## src/rtl/mole_hit_judge_pkg.sv

```systemverilog
// Shared game definitions: judge FSM encoding and board-size defaults
// used by the mole generator, display and hit judge.
`default_nettype none

package mole_hit_judge_pkg;

  localparam int C_N_HOLES = 9;
  localparam int C_IDX_W   = 4;

  localparam logic [1:0] C_ST_IDLE    = 2'd0;
  localparam logic [1:0] C_ST_ARMED   = 2'd1;
  localparam logic [1:0] C_ST_WHACKED = 2'd2;

  typedef enum logic [1:0] {
    IDLE    = C_ST_IDLE,
    ARMED   = C_ST_ARMED,
    WHACKED = C_ST_WHACKED
  } judge_state_e;

endpackage : mole_hit_judge_pkg

`default_nettype wire

```

## src/rtl/mole_hit_judge_btn_edge_detect.sv

```systemverilog
// Rising-edge detector for the button bank; the all-ones reset makes a
// button held through reset look already pressed, so it never fires.
`default_nettype none

module btn_edge_detect #(
  parameter int WIDTH = 9
) (
  input  logic             clk,
  input  logic             rst,
  input  logic [WIDTH-1:0] buttons_i,
  output logic [WIDTH-1:0] press_o
);

  logic [WIDTH-1:0] btn_q;

  always_ff @(posedge clk) begin
    if (rst) begin
      btn_q <= '1;
    end else begin
      btn_q <= buttons_i;
    end
  end

  assign press_o = buttons_i & ~btn_q;

endmodule : btn_edge_detect

`default_nettype wire

```

## src/rtl/mole_hit_judge.sv

```systemverilog
// Judges button presses against the visible mole: one hit per appearance,
// registered hit/miss strobes and a penalty lockout after each miss.
`default_nettype none

module mole_hit_judge
  import mole_hit_judge_pkg::*;
#(
  parameter int N_HOLES        = C_N_HOLES,
  parameter int IDX_W          = C_IDX_W,
  parameter int LOCKOUT_CYCLES = 16,
  parameter int LOCK_W         = 8
) (
  input  logic               clk,
  input  logic               rst,
  input  logic               enable_i,
  input  logic [N_HOLES-1:0] buttons_i,
  input  logic               mole_up_i,
  input  logic [IDX_W-1:0]   mole_idx_i,
  output logic               hit_pulse_o,
  output logic               miss_pulse_o,
  output logic               whacked_o,
  output logic               locked_o
);

  localparam logic [IDX_W:0]  C_N_HOLES_EXT = (IDX_W+1)'(N_HOLES);
  localparam logic [LOCK_W-1:0] C_LOCK_LOAD = LOCK_W'(LOCKOUT_CYCLES);

  judge_state_e       state_q, state_d;
  logic [IDX_W-1:0]   cur_idx_q, cur_idx_d;
  logic [LOCK_W-1:0]  lock_q, lock_d;
  logic               hit_q, hit_d;
  logic               miss_q, miss_d;
  logic               whacked_q;
  logic               locked_q;

  logic [N_HOLES-1:0] w_press;
  logic [N_HOLES-1:0] w_target;
  logic               w_valid;
  logic               w_idx_ok;

  btn_edge_detect #(
    .WIDTH (N_HOLES)
  ) u_btn_edge_detect (
    .clk       (clk),
    .rst       (rst),
    .buttons_i (buttons_i),
    .press_o   (w_press)
  );

  assign w_idx_ok = ({1'b0, mole_idx_i} < C_N_HOLES_EXT);
  assign w_target = N_HOLES'(1) << cur_idx_q;
  assign w_valid  = enable_i && (lock_q == '0) && (w_press != '0);

  always_comb begin
    state_d   = state_q;
    cur_idx_d = cur_idx_q;
    lock_d    = (lock_q != '0) ? lock_q - LOCK_W'(1) : '0;
    hit_d     = 1'b0;
    miss_d    = 1'b0;

    if (!enable_i) begin
      state_d = IDLE;
      lock_d  = '0;
    end else begin
      // The press is judged against the pre-edge state; mole movement
      // below then overrides the state it lands in.
      if (w_valid) begin
        if (state_q == ARMED && w_press == w_target) begin
          hit_d   = 1'b1;
          state_d = WHACKED;
        end else begin
          miss_d = 1'b1;
          lock_d = C_LOCK_LOAD;
        end
      end

      if (state_q == IDLE) begin
        if (mole_up_i && w_idx_ok) begin
          state_d   = ARMED;
          cur_idx_d = mole_idx_i;
        end
      end else if (!mole_up_i || !w_idx_ok) begin
        state_d = IDLE;
      end else if (mole_idx_i != cur_idx_q) begin
        state_d   = ARMED;
        cur_idx_d = mole_idx_i;
      end
    end
  end

  always_ff @(posedge clk) begin
    if (rst) begin
      state_q   <= IDLE;
      cur_idx_q <= '0;
      lock_q    <= '0;
      hit_q     <= 1'b0;
      miss_q    <= 1'b0;
      whacked_q <= 1'b0;
      locked_q  <= 1'b0;
    end else begin
      state_q   <= state_d;
      cur_idx_q <= cur_idx_d;
      lock_q    <= lock_d;
      hit_q     <= hit_d;
      miss_q    <= miss_d;
      whacked_q <= (state_d == WHACKED);
      locked_q  <= (lock_d != '0);
    end
  end

  assign hit_pulse_o  = hit_q;
  assign miss_pulse_o = miss_q;
  assign whacked_o    = whacked_q;
  assign locked_o     = locked_q;

endmodule : mole_hit_judge

`default_nettype wire
```

## config.mk

```make
export PLATFORM = sky130hd
export DESIGN_NAME = mole_hit_judge
export DESIGN_NICKNAME = d
export VERILOG_FILES = /design/src/rtl/mole_hit_judge_pkg.sv /design/src/rtl/mole_hit_judge_btn_edge_detect.sv /design/src/rtl/mole_hit_judge.sv
export SDC_FILE = /design/constraint.sdc
export NUM_CORES = 1
export LEC_CHECK = 0
export ABC_AREA = 0
export CAP_MARGIN = 20
export CORE_UTILIZATION = 40
export DETAILED_ROUTE_END_ITERATION = 10
export GPL_ROUTABILITY_DRIVEN = 0
export HOLD_SLACK_MARGIN = 0.15
export SLEW_MARGIN = 20
export SYNTH_ARGS = -nofsm -noshare
export SYNTH_HDL_FRONTEND = slang
export SYNTH_SLANG_ARGS = --single-unit
```

## constraint.sdc

```tcl
create_clock -name clk -period 3.5 [get_ports clk]
set_input_delay 1.05 -clock clk [delete_from_list [all_inputs] [get_ports clk]]
set_output_delay 1.05 -clock clk [all_outputs]
set_load 0.01 [all_outputs]
```

* After elaboration in Yosys (flattened, before gate mapping)
Index checks and enable logic that the tools add are counted.
Cells by class: add/subtract/negate cells 1, multipliers 0, div/mod/pow operators 0, order comparisons 1, equality and inequality tests 6, shift-type cells 1, multiplexer cells 17, bitwise operators 4, reductions and logical operators 15
Operators by type and width (number):
- 2-to-1 mux 8 bit | 4
- 2-to-1 mux 4 bit | 4
- nonzero test 8 bit | 2
- 2-to-1 mux 2 bit | 7
- AND 9 bit | 1
- equality test 9 bit | 1
- NOT 9 bit | 1
- nonzero test 9 bit | 1
- left shift 1 x 4 -> 9 bit, first input constant | 1
- zero test 8 bit | 1
- subtractor 8 x 1 -> 8 bit, second input constant | 1
- logical AND 1 bit | 4
- < comparator 4 bit, second input constant | 1
- != test 4 bit | 1
- AND reduction 4 bit | 1
- OR reduction 3 bit | 1
- equality test 2 x 1 -> 1 bit, second input constant | 1
- equality test 2 bit, second input constant | 1
- zero test 1 bit | 2
- zero test 2 bit | 1
- 2-to-1 mux 1 bit | 2
- != test 2 x 1 -> 1 bit, second input constant | 1
- != test 2 bit, second input constant | 1
- NOT 1 bit | 2
- other kinds (2) | 2
Word-level totals: register bits 27, latch bits 0, RAM bits 0, bits in read-only memories 0, bits of input ports 17, output and inout port bits 4, memories 0

* Longest topological paths before layout
Gate-level depths: netlist of run 1.
depth in word-level cells 11, gate-level depth with buffers 7, mapped depth without buffers 7

* Cells and area by module
A second synthesis of run 1 with hierarchy kept.
Unflattened totals: cell total of the unflattened synthesis 156, area total of the unflattened synthesis 1378.8 um^2
Modules (own cells, without submodules):
- mole_hit_judge | instances 1, cells an instance 129, area each 1086.0 um^2, seq. area each 360.3 um^2
- btn_edge_detect | instances 1, cells an instance 27, area each 292.8 um^2, seq. area each 180.2 um^2

* Least setup slack after synthesis of run 1
No wires, ideal clock.
path kind input port to flip-flop, start input port buttons_i[7], end register state_q[1], setup time 0.104 ns, data arrival time 2.643 ns, path slack 0.753 ns, cell stages on the path 6, cells stage by stage and2b_4 -> or3_1 -> a31oi_1 -> o2111ai_1 -> or3_4 -> a2111oi_2
On the way: cells in the longest elaborated chain, start to end 9, elaborated cells between the ends (all ways) 12, classes of those cells eq/ne (1); mux (7); bitwise (1); reduce/logical (3)
Ends and longest elaborated chain:
- start, declared | RTL line mole_hit_judge.sv:16 | input logic [N_HOLES-1:0] buttons_i,
- AND 9 bit (*) | RTL line mole_hit_judge_btn_edge_detect.sv:24 | assign press_o = buttons_i & ~btn_q;
- equality test 9 bit | RTL line mole_hit_judge.sv:68 | if (state_q == ARMED && w_press == w_target) begin
- logical AND 1 bit | RTL line mole_hit_judge.sv:68
- 2-to-1 mux 2 bit | RTL line mole_hit_judge.sv:68
- 2-to-1 mux 2 bit (*) | RTL line mole_hit_judge.sv:67 | if (w_valid) begin
- 2-to-1 mux 2 bit | RTL line mole_hit_judge.sv:84 | end else if (mole_idx_i != cur_idx_q) begin
- 2-to-1 mux 2 bit | RTL line mole_hit_judge.sv:82 | end else if (!mole_up_i || !w_idx_ok) begin
- 2-to-1 mux 2 bit (*) | RTL line mole_hit_judge.sv:77 | if (state_q == IDLE) begin
- 2-to-1 mux 2 bit (*) | RTL line mole_hit_judge.sv:61 | if (!enable_i) begin
- end signal, assigned | RTL line mole_hit_judge.sv:101 | state_q <= state_d;
- end, declared | RTL line mole_hit_judge.sv:28 | judge_state_e state_q, state_d;
Mark *: on every way between the ends. The rest lies on a longest branch, timed or not. A chain may end at the register's enable or synchronous reset.

* Worst setup path after layout of run 1
Same ends and word-level chain as after synthesis.

==> flow_metrics.tcl, run 1 <==
set metrics [dict create \
    status "finished clean" \
    placement_rows 20 \
    post-layout-total-power_uw 971 \
    dp.final_hpwl_mm 2.09 \
    clk_path_buf_depth 2 \
    worst_hold_path_type "reg -> reg" \
    number_of_gates_given_a_new_drive_strength_after_cts 0 \
    switching_share 0.371 \
    cp_data_arrival_time_ps 3240 \
    route.antenna.remaining_nets 0 \
    synth_cells 143 \
    grt_util_all_layers 0.166 \
    clk_latency_ps 320 \
    via_count_of_the_first_global_routing_pass 1049 \
    slew_headroom 0.720 \
    grt-ovfl-total 0 \
    core_region_area_mm2 0.00310 \
    initial_drt_pass_iterations 6 \
    postSynthNetCount 162 \
    synth_sequential_area_ratio 0.405 \
    timing.setup.critical_path_class "in -> reg" \
    cts_post_setup_buffers_inserted 0 \
    routedWlPerCell_um 12.8 \
    most_area_consuming_cells_after_synthesis "dfxtp_1 41%, xor2_1 4.6%, nor2_1 4.5%" \
    clk_pin_slew_ps 130 \
    finalClockSkew_ps 4.78 \
    finalSetupViolCount 0 \
    start_util 0.430 \
    ff2ff_path_depth 6 \
    area_growth_pct 20.1 \
    synth-main-ff-cell "dfxtp_1" \
    maximum_frequency_from_static_timing_analysis_mhz 332 \
    drc 0 \
    cts.root.buffer_cell "clkbuf_4" \
    part_of_the_total_power_dissipated_in_combinational_logic 0.428 \
    dp.cells 204 \
    cts_num_sinks 27 \
    n_antenna_cell 0 \
    max_slew.worst_pin.slew_ps 419 \
    crit_start "buttons_i[7]" \
    hold_viol 0 \
    synth_cell_types 44 \
    hold_ws_ps 514 \
    first_pass_grt_wire_length_mm 4.46 \
    worst_setup_endpoint "state_q[1]$_SDFF_PP0_" \
    fraction_of_layout_instances_using_a_drive_strength_above_1 0.122 \
    number_of_antenna_violations_at_the_first_check_in_global_routing 0 \
    worst_setup_path_end_kind "flop" \
    synth_top_area_cell "dfxtp_1" \
    power.share.clock 0.136 \
    final.period_utilization 0.861 \
    die_footprint_mm2 0.00357 \
    power.static_leakage_nw 0.632 \
    power.switching_uw 360 \
    grt_max_degree 17 \
    ff2ff_setup_slack_ps 1010 \
    timing.setup.tns_ps 0 \
    peakVddDrop_mv 0.424 \
    cellPowerDensity_mw_per_mm2 606 \
    die-height_um 59.7 \
    portBuffers 20 \
    timing.final.ws_setup_ps 488 \
    drt_iter0_drc 34 \
    yosysTopAreaCellShare 0.405 \
    syn_area_mm2 0.00133 \
    ys.warnings.count 0 \
    tritoncts "done" \
    drt-total-wl_mm 2.67 \
    internal_power_uw 611 \
    worst-endpoint-required_ps 3730 \
    regToRegEndpoint "state_q[1]$_SDFF_PP0_" \
    synth.ff_latch_count 27 \
    vias_per_cell 5.05 \
    dr_total_vias 1050 \
    post_synthesis_async_set_or_reset_flop_share 0 \
    final_max_slew_viol_count 0 \
    dieWidth_um 59.7 \
    timing.rr.start "cur_idx_q[2]$_SDFFE_PP0P_" \
    avgSynthCellArea_um2 9.33 \
    power_frac_seq 0.436 \
    finalCriticalPeriod_ps 3010 \
    num_io_pins 21 \
    cts_inserted_buffers 3 \
    number_of_enable_flip_flop_cells_after_synthesis 0 \
    rsz_0062_raised_after_global_routing "no" \
    htreeDepth 1 \
    layout.nets 184 \
    dpl_worst_slack_ps 168 \
    drv_cap 0 \
    crit_path_max_fanout 4 \
    critPathLaunchType "primary input" \
    cts_hold_buffers 0 \
    stdcell_count 208 \
]
[registers in the layout (all words and copies together), names as in the netlist]
register and cells:
u_btn_edge_detect.btn_q 9, lock_q 8, cur_idx_q 4, state_q 2, hit_pulse_o 1, locked_o 1
miss_pulse_o 1, whacked_o 1
[power groups by stage]
stage	combinational [mW]	clock (mW)	sequential [mW]
detailed placement	0.420	0	0.430
floorplan	0.319	0	0.420
global placement	0.401	0	0.427
finish	0.415	0.133	0.423
CTS	0.424	0.138	0.423
global route	0.469	0.149	0.432
[cell families after synthesis]
family	Yosys count	share of synthesized area
flops	27	0.405
buf+inv	10	0.0357
xor+xnor	13	0.0854
compound gates	18	0.119
fa+ha+maj	2	0.0188
mux	5	0.0375
simple gates	68	0.298
[synth_stat cells (3+ instances only)]
cell type / number
nor3_1: 4
inv_1: 5
nand2_1: 6
nor4b_1: 3
or2_2: 9
mux2i_1: 5
nor2_1: 16
nor2b_1: 8
xor2_1: 7
nand3_1: 3
dfxtp_1: 27
xnor2_1: 6
nand2b_1: 3
nor4_1: 3
[worst min path at each step]
stage                                     from              endpoint  slack [ps]  cells past startpoint
after floorplan           lock_q[0]$_SDFF_PP0_  lock_q[0]$_SDFF_PP0_         450                      1
after global placement    lock_q[0]$_SDFF_PP0_  lock_q[0]$_SDFF_PP0_         480                      1
after detailed placement  lock_q[0]$_SDFF_PP0_  lock_q[0]$_SDFF_PP0_         490                      1
after CTS                 lock_q[0]$_SDFF_PP0_  lock_q[0]$_SDFF_PP0_         520                      1
after global routing      lock_q[0]$_SDFF_PP0_  lock_q[0]$_SDFF_PP0_         550                      1
final                     lock_q[0]$_SDFF_PP0_  lock_q[0]$_SDFF_PP0_         510                      1
[cell usage in the layout, fill, tap and decap left out, types with 4 or more instances in the layout]
| cell type | n |
|---|---|
| nor3_1 | 4 |
| clkdlybuf4s50_1 | 20 |
| nor2_1 | 16 |
| dfxtp_1 | 27 |
| nor2b_1 | 8 |
| mux2i_1 | 5 |
| or2_2 | 9 |
| xor2_1 | 7 |
| nand2_1 | 6 |
| xnor2_1 | 6 |
| inv_1 | 5 |
[per-layer routing]
metal / track usage / routed length (um) / vias to the layer above
met3: 0.0195 / 61 / 2
met1: 0.177 / 1180 / 493
met2: 0.322 / 1410 / 12
met4: 0.0698 / 15 / 0
met5: 0 / 0 / -
li1: - / - / 543
[per-stage QoR]
stage | instance area, um2 | util
after CTS | 1600 | 0.516
after global routing | 1600 | 0.516
after floorplan | 1330 | -
final | 1600 | 0.516
after detailed placement | 1580 | 0.508
after global placement | 1580 | 0.508
[critical path, cell delays in order]
cell and delay (ps):
clkdlybuf4s50_1 420, and2b_4 180, or3_1 340, a31oi_1 210, o2111ai_1 230, or3_4 460, a2111oi_2 350
[cell type report]
class | count | area [um2]
Tap cell | 44 | 55.1
Fill cell | 332 | 1500
Clock buffer | 4 | 26.3
Multi-Input combinational cell | 106 | 746
Inverter | 5 | 18.8
Sequential cell | 27 | 541
Timing Repair Buffer | 22 | 215
Note: power is estimated with default switching activity, not from simulation.
==> inputs of run 2 (changes only) <==
--- a/config.mk
+++ b/config.mk
@@ -8,6 +8,7 @@
 export ABC_AREA = 0
 export CAP_MARGIN = 20
 export CORE_UTILIZATION = 40
+export CTS_BUF_LIST = sky130_fd_sc_hd__clkbuf_4 sky130_fd_sc_hd__clkbuf_8
 export DETAILED_ROUTE_END_ITERATION = 10
 export GPL_ROUTABILITY_DRIVEN = 0
 export HOLD_SLACK_MARGIN = 0.15
==> flow_metrics.tcl, run 2 (same netlist as run 1, synthesis figures left out) <==
set metrics [dict create \
    status "finished clean" \
    initial_drt_pass_iterations 4 \
    flip_flop_count_of_the_largest_register_all_copies_and_words_added 9 \
    max_slew.worst_pin.slew_ps 421 \
    first_pass_grt_wire_length_mm 4.46 \
    finalClockSkew_ps 1.92 \
    num_io_pins 21 \
    fillers 333 \
    worst-endpoint-required_ps 3730 \
    power.static_leakage_nw 0.635 \
    clk_pin_slew_ps 140 \
    biggestRegsByFlops "u_btn_edge_detect.btn_q: 9 flops, lock_q: 8 flops, cur_idx_q: 4 flops" \
    vias_per_cell 5.04 \
    number_of_antenna_violations_at_the_first_check_in_global_routing 0 \
    start_util 0.430 \
    via_count_of_the_first_global_routing_pass 1043 \
    slew_headroom 0.719 \
    die-height_um 59.7 \
    htreeDepth 1 \
    die_footprint_mm2 0.00357 \
    cellPowerDensity_mw_per_mm2 610 \
    n_antenna_cell 0 \
    cts.root.buffer_cell "clkbuf_4" \
    finalCriticalPeriod_ps 3000 \
    final.period_utilization 0.856 \
    cts_hold_buffers 0 \
    tritoncts "done" \
    drt_iter0_drc 32 \
    cp_data_arrival_time_ps 3220 \
    fraction_of_layout_instances_using_a_drive_strength_above_1 0.128 \
    peakVddDrop_mv 0.425 \
    crit_path_max_fanout 4 \
    portBuffers 20 \
    finalSetupViolCount 0 \
    route.antenna.remaining_nets 0 \
    dieWidth_um 59.7 \
    most_frequent_cells_in_the_layout "27 x dfxtp_1, 20 x clkdlybuf4s50_1, 16 x nor2_1, 9 x or2_2, 8 x nor2b_1" \
    clk_latency_ps 320 \
    cts_num_sinks 27 \
    layout.nets 184 \
    rsz_0062_raised_after_global_routing "no" \
    dr_total_vias 1048 \
    core_region_area_mm2 0.00310 \
    grt_util_all_layers 0.163 \
    maximum_frequency_from_static_timing_analysis_mhz 334 \
    critPathLaunchType "primary input" \
    mostFrequentLayoutCell "dfxtp_1" \
    worst_setup_path_end_kind "flop" \
    grt_max_degree 17 \
    dp.final_hpwl_mm 2.09 \
    timing.setup.critical_path_class "in -> reg" \
    drv_cap 0 \
    area_growth_pct 20.4 \
    routedWlPerCell_um 12.8 \
    number_of_gates_given_a_new_drive_strength_after_cts 0 \
    timing.setup.tns_ps 0 \
    hold_viol 0 \
    cts_inserted_buffers 3 \
    final_max_slew_viol_count 0 \
    drc 0 \
    placement_rows 20 \
    worst_hold_path_type "reg -> reg" \
    clk_path_buf_depth 2 \
    cts_post_setup_buffers_inserted 0 \
    registers.top_by_ff_count "u_btn_edge_detect.btn_q" \
    post-layout-total-power_uw 980 \
    grt-ovfl-total 0 \
    drt-total-wl_mm 2.67 \
]
[run 2: cell count changes in the layout (fill, tap and decap cells not counted)]
cell,previous run,this run
clkbuf_1,1,0
clkbuf_4,3,4
[run 2: final timing paths]
kind	startpoint	end	slack, ps	depth (start not counted)
worst max-delay path	buttons_i[7]	state_q[1]$_SDFF_PP0_	500	7
worst min-delay path	lock_q[0]$_SDFF_PP0_	lock_q[0]$_SDFF_PP0_	510	1
worst min register to register	lock_q[0]$_SDFF_PP0_	lock_q[0]$_SDFF_PP0_	510	1
worst max register to register	cur_idx_q[2]$_SDFFE_PP0P_	state_q[1]$_SDFF_PP0_	1010	6
[run 2: power breakdown]
part           switching, mW  total (mW)  internal, mW
logic                  0.219       0.417         0.198
registers             0.0546       0.423         0.368
clock network         0.0874       0.140        0.0523
[run 2: final cells by class]
type	count	area (um2)	area share
flip-flops and latches	27	541	0.337
inverters	5	18.8	0.0117
multi-input cells	106	746	0.465
well taps	44	55.1	0.0343
clock buffers	4	30.0	0.0187
repair buffers	22	215	0.134
[run 2: metal layers]
| metal | vias up | global-route usage | wire, um |
|---|---|---|---|
| met4 | 0 | 0.0498 | 24 |
| li1 | 544 | - | - |
| met2 | 10 | 0.319 | 1390 |
| met3 | 4 | 0.0195 | 51 |
| met1 | 490 | 0.179 | 1200 |
| met5 | - | 0 | 0 |
[run 2: metrics by stage]
step / hold slack, ps / instance area (um2) / util / std cells / worst slack [ps]
floorplan: 446 / 1330 / - / 143 / 753
global placement: 477 / 1580 / 0.508 / 204 / 210
detailed placement: 486 / 1580 / 0.508 / 204 / 168
CTS: 521 / 1610 / 0.517 / 208 / 500
global route: 547 / 1610 / 0.517 / 208 / 422
finish: 514 / 1610 / 0.517 / 208 / 503
[run 2: worst max-delay path, stage by stage]
cell             delay (ps)
clkdlybuf4s50_1         420
and2b_4                 180
or3_1                   340
a31oi_1                 200
o2111ai_1               220
or3_4                   460
a2111oi_2               350
==> inputs of run 3 (changes only) <==
--- a/config.mk
+++ b/config.mk
@@ -7,6 +7,7 @@
 export LEC_CHECK = 0
 export ABC_AREA = 0
 export CAP_MARGIN = 20
+export CORE_MARGIN = 3
 export CORE_UTILIZATION = 40
 export CTS_BUF_LIST = sky130_fd_sc_hd__clkbuf_4 sky130_fd_sc_hd__clkbuf_8
 export DETAILED_ROUTE_END_ITERATION = 10
==> flow_metrics.tcl, run 3 (same netlist as run 1, synthesis figures left out) <==
set metrics [dict create \
    timing.setup.critical_path_class "in -> reg" \
    cts_num_sinks 27 \
    final_design_area_no_fill_mm2 0.00161 \
    placement_rows 20 \
    vias_per_cell 4.98 \
    die_footprint_mm2 0.00406 \
    tritoncts "done" \
    area_growth_pct 20.4 \
    stdcell_count 208 \
    dieWidth_um 63.7 \
    timing.setup.tns_ps 0 \
    cp_data_arrival_time_ps 3250 \
    num_io_pins 21 \
    first_pass_grt_wire_length_mm 4.57 \
    biggestRegsByFlops "u_btn_edge_detect.btn_q: 9 flops, lock_q: 8 flops, cur_idx_q: 4 flops" \
    dp.cells 204 \
    status "finished clean" \
    clk_pin_slew_ps 140 \
    grt-ovfl-total 0 \
    via_count_of_the_first_global_routing_pass 1065 \
    slew_headroom 0.705 \
    cellPowerDensity_mw_per_mm2 599 \
    post-layout-total-power_uw 962 \
    fraction_of_layout_instances_using_a_drive_strength_above_1 0.128 \
    number_of_gates_given_a_new_drive_strength_after_cts 0 \
    clk_path_buf_depth 2 \
    finalSetupViolCount 0 \
    layout.nets 184 \
    dr_total_vias 1035 \
    final.period_utilization 0.866 \
    hold_ws_ps 509 \
    final_max_slew_viol_count 0 \
    most_frequent_cells_in_the_layout "27 x dfxtp_1, 20 x clkdlybuf4s50_1, 16 x nor2_1, 9 x or2_2, 8 x nor2b_1" \
    finalClockSkew_ps 2.31 \
    hold_viol 0 \
    drc 0 \
    maximum_frequency_from_static_timing_analysis_mhz 330 \
    registers.top_by_ff_count "u_btn_edge_detect.btn_q" \
    grt_max_degree 17 \
    post_dp_cell_area_mm2 0.00158 \
    routedWlPerCell_um 12.0 \
    cts.root.buffer_cell "clkbuf_4" \
    cts_hold_buffers 0 \
    initial_drt_pass_iterations 3 \
    dpl_worst_slack_ps 154 \
    portBuffers 20 \
    drt-total-wl_mm 2.50 \
    die-height_um 63.7 \
    crit_path_max_fanout 4 \
    mostFrequentLayoutCell "dfxtp_1" \
    route.antenna.remaining_nets 0 \
    flip_flop_count_of_the_largest_register_all_copies_and_words_added 9 \
    grt_util_all_layers 0.139 \
    finalCriticalPeriod_ps 3030 \
    timing.final.ws_setup_ps 469 \
    power.static_leakage_nw 0.631 \
    core_region_area_mm2 0.00313 \
    rsz_0062_raised_after_global_routing "no" \
    peakVddDrop_mv 0.452 \
    worst-endpoint-required_ps 3720 \
    start_util 0.426 \
    clk_latency_ps 320 \
    layout.core_utilization 0.513 \
    drv_cap 0 \
    n_antenna_cell 0 \
    ff2ff_setup_slack_ps 960 \
    critPathLaunchType "primary input" \
    number_of_antenna_violations_at_the_first_check_in_global_routing 0 \
    worst_hold_path_type "reg -> reg" \
    max_slew.worst_pin.slew_ps 442 \
    dp.final_hpwl_mm 2.00 \
    worst_setup_path_end_kind "flop" \
    drt_iter0_drc 30 \
    cts_inserted_buffers 3 \
    htreeDepth 1 \
    cts_post_setup_buffers_inserted 0 \
]
[run 3: layer usage]
metal	track usage	up-vias	part of all wire
met3	0.0475	2	0.028
met2	0.250	8	0.52
met1	0.158	482	0.45
met4	0.0296	0	0.0048
li1	-	543	-
met5	0	-	0
[run 3: where the power goes]
group	internal [mW]	switching (mW)	total (mW)
clock	0.0436	0.0883	0.132
combinational	0.199	0.210	0.409
sequential	0.368	0.0532	0.421
total	0.611	0.352	0.962
[run 3: worst paths after layout]
| check | start | end | cells past startpoint |
|---|---|---|---|
| worst max-delay path | buttons_i[7] | state_q[1]$_SDFF_PP0_ | 7 |
| worst min-delay path | lock_q[0]$_SDFF_PP0_ | lock_q[0]$_SDFF_PP0_ | 1 |
| worst max register to register | cur_idx_q[2]$_SDFFE_PP0P_ | state_q[1]$_SDFF_PP0_ | 6 |
| worst min register to register | lock_q[0]$_SDFF_PP0_ | lock_q[0]$_SDFF_PP0_ | 1 |
[run 3: worst max-delay path, stage by stage]
cell and delay (ps):
clkdlybuf4s50_1 420, and2b_4 180, or3_1 340, a31oi_1 200
o2111ai_1 220, or3_4 460, a2111oi_2 380
[run 3: final cells by class]
type / instances / area, um2
fill: 313 / 1520
multi-input combinational: 106 / 746
sequential: 27 / 541
timing repair buffer: 22 / 215
tap: 44 / 55.1
clock buffer: 3 / 22.5
inverter: 5 / 18.8
clock inverter: 1 / 7.51
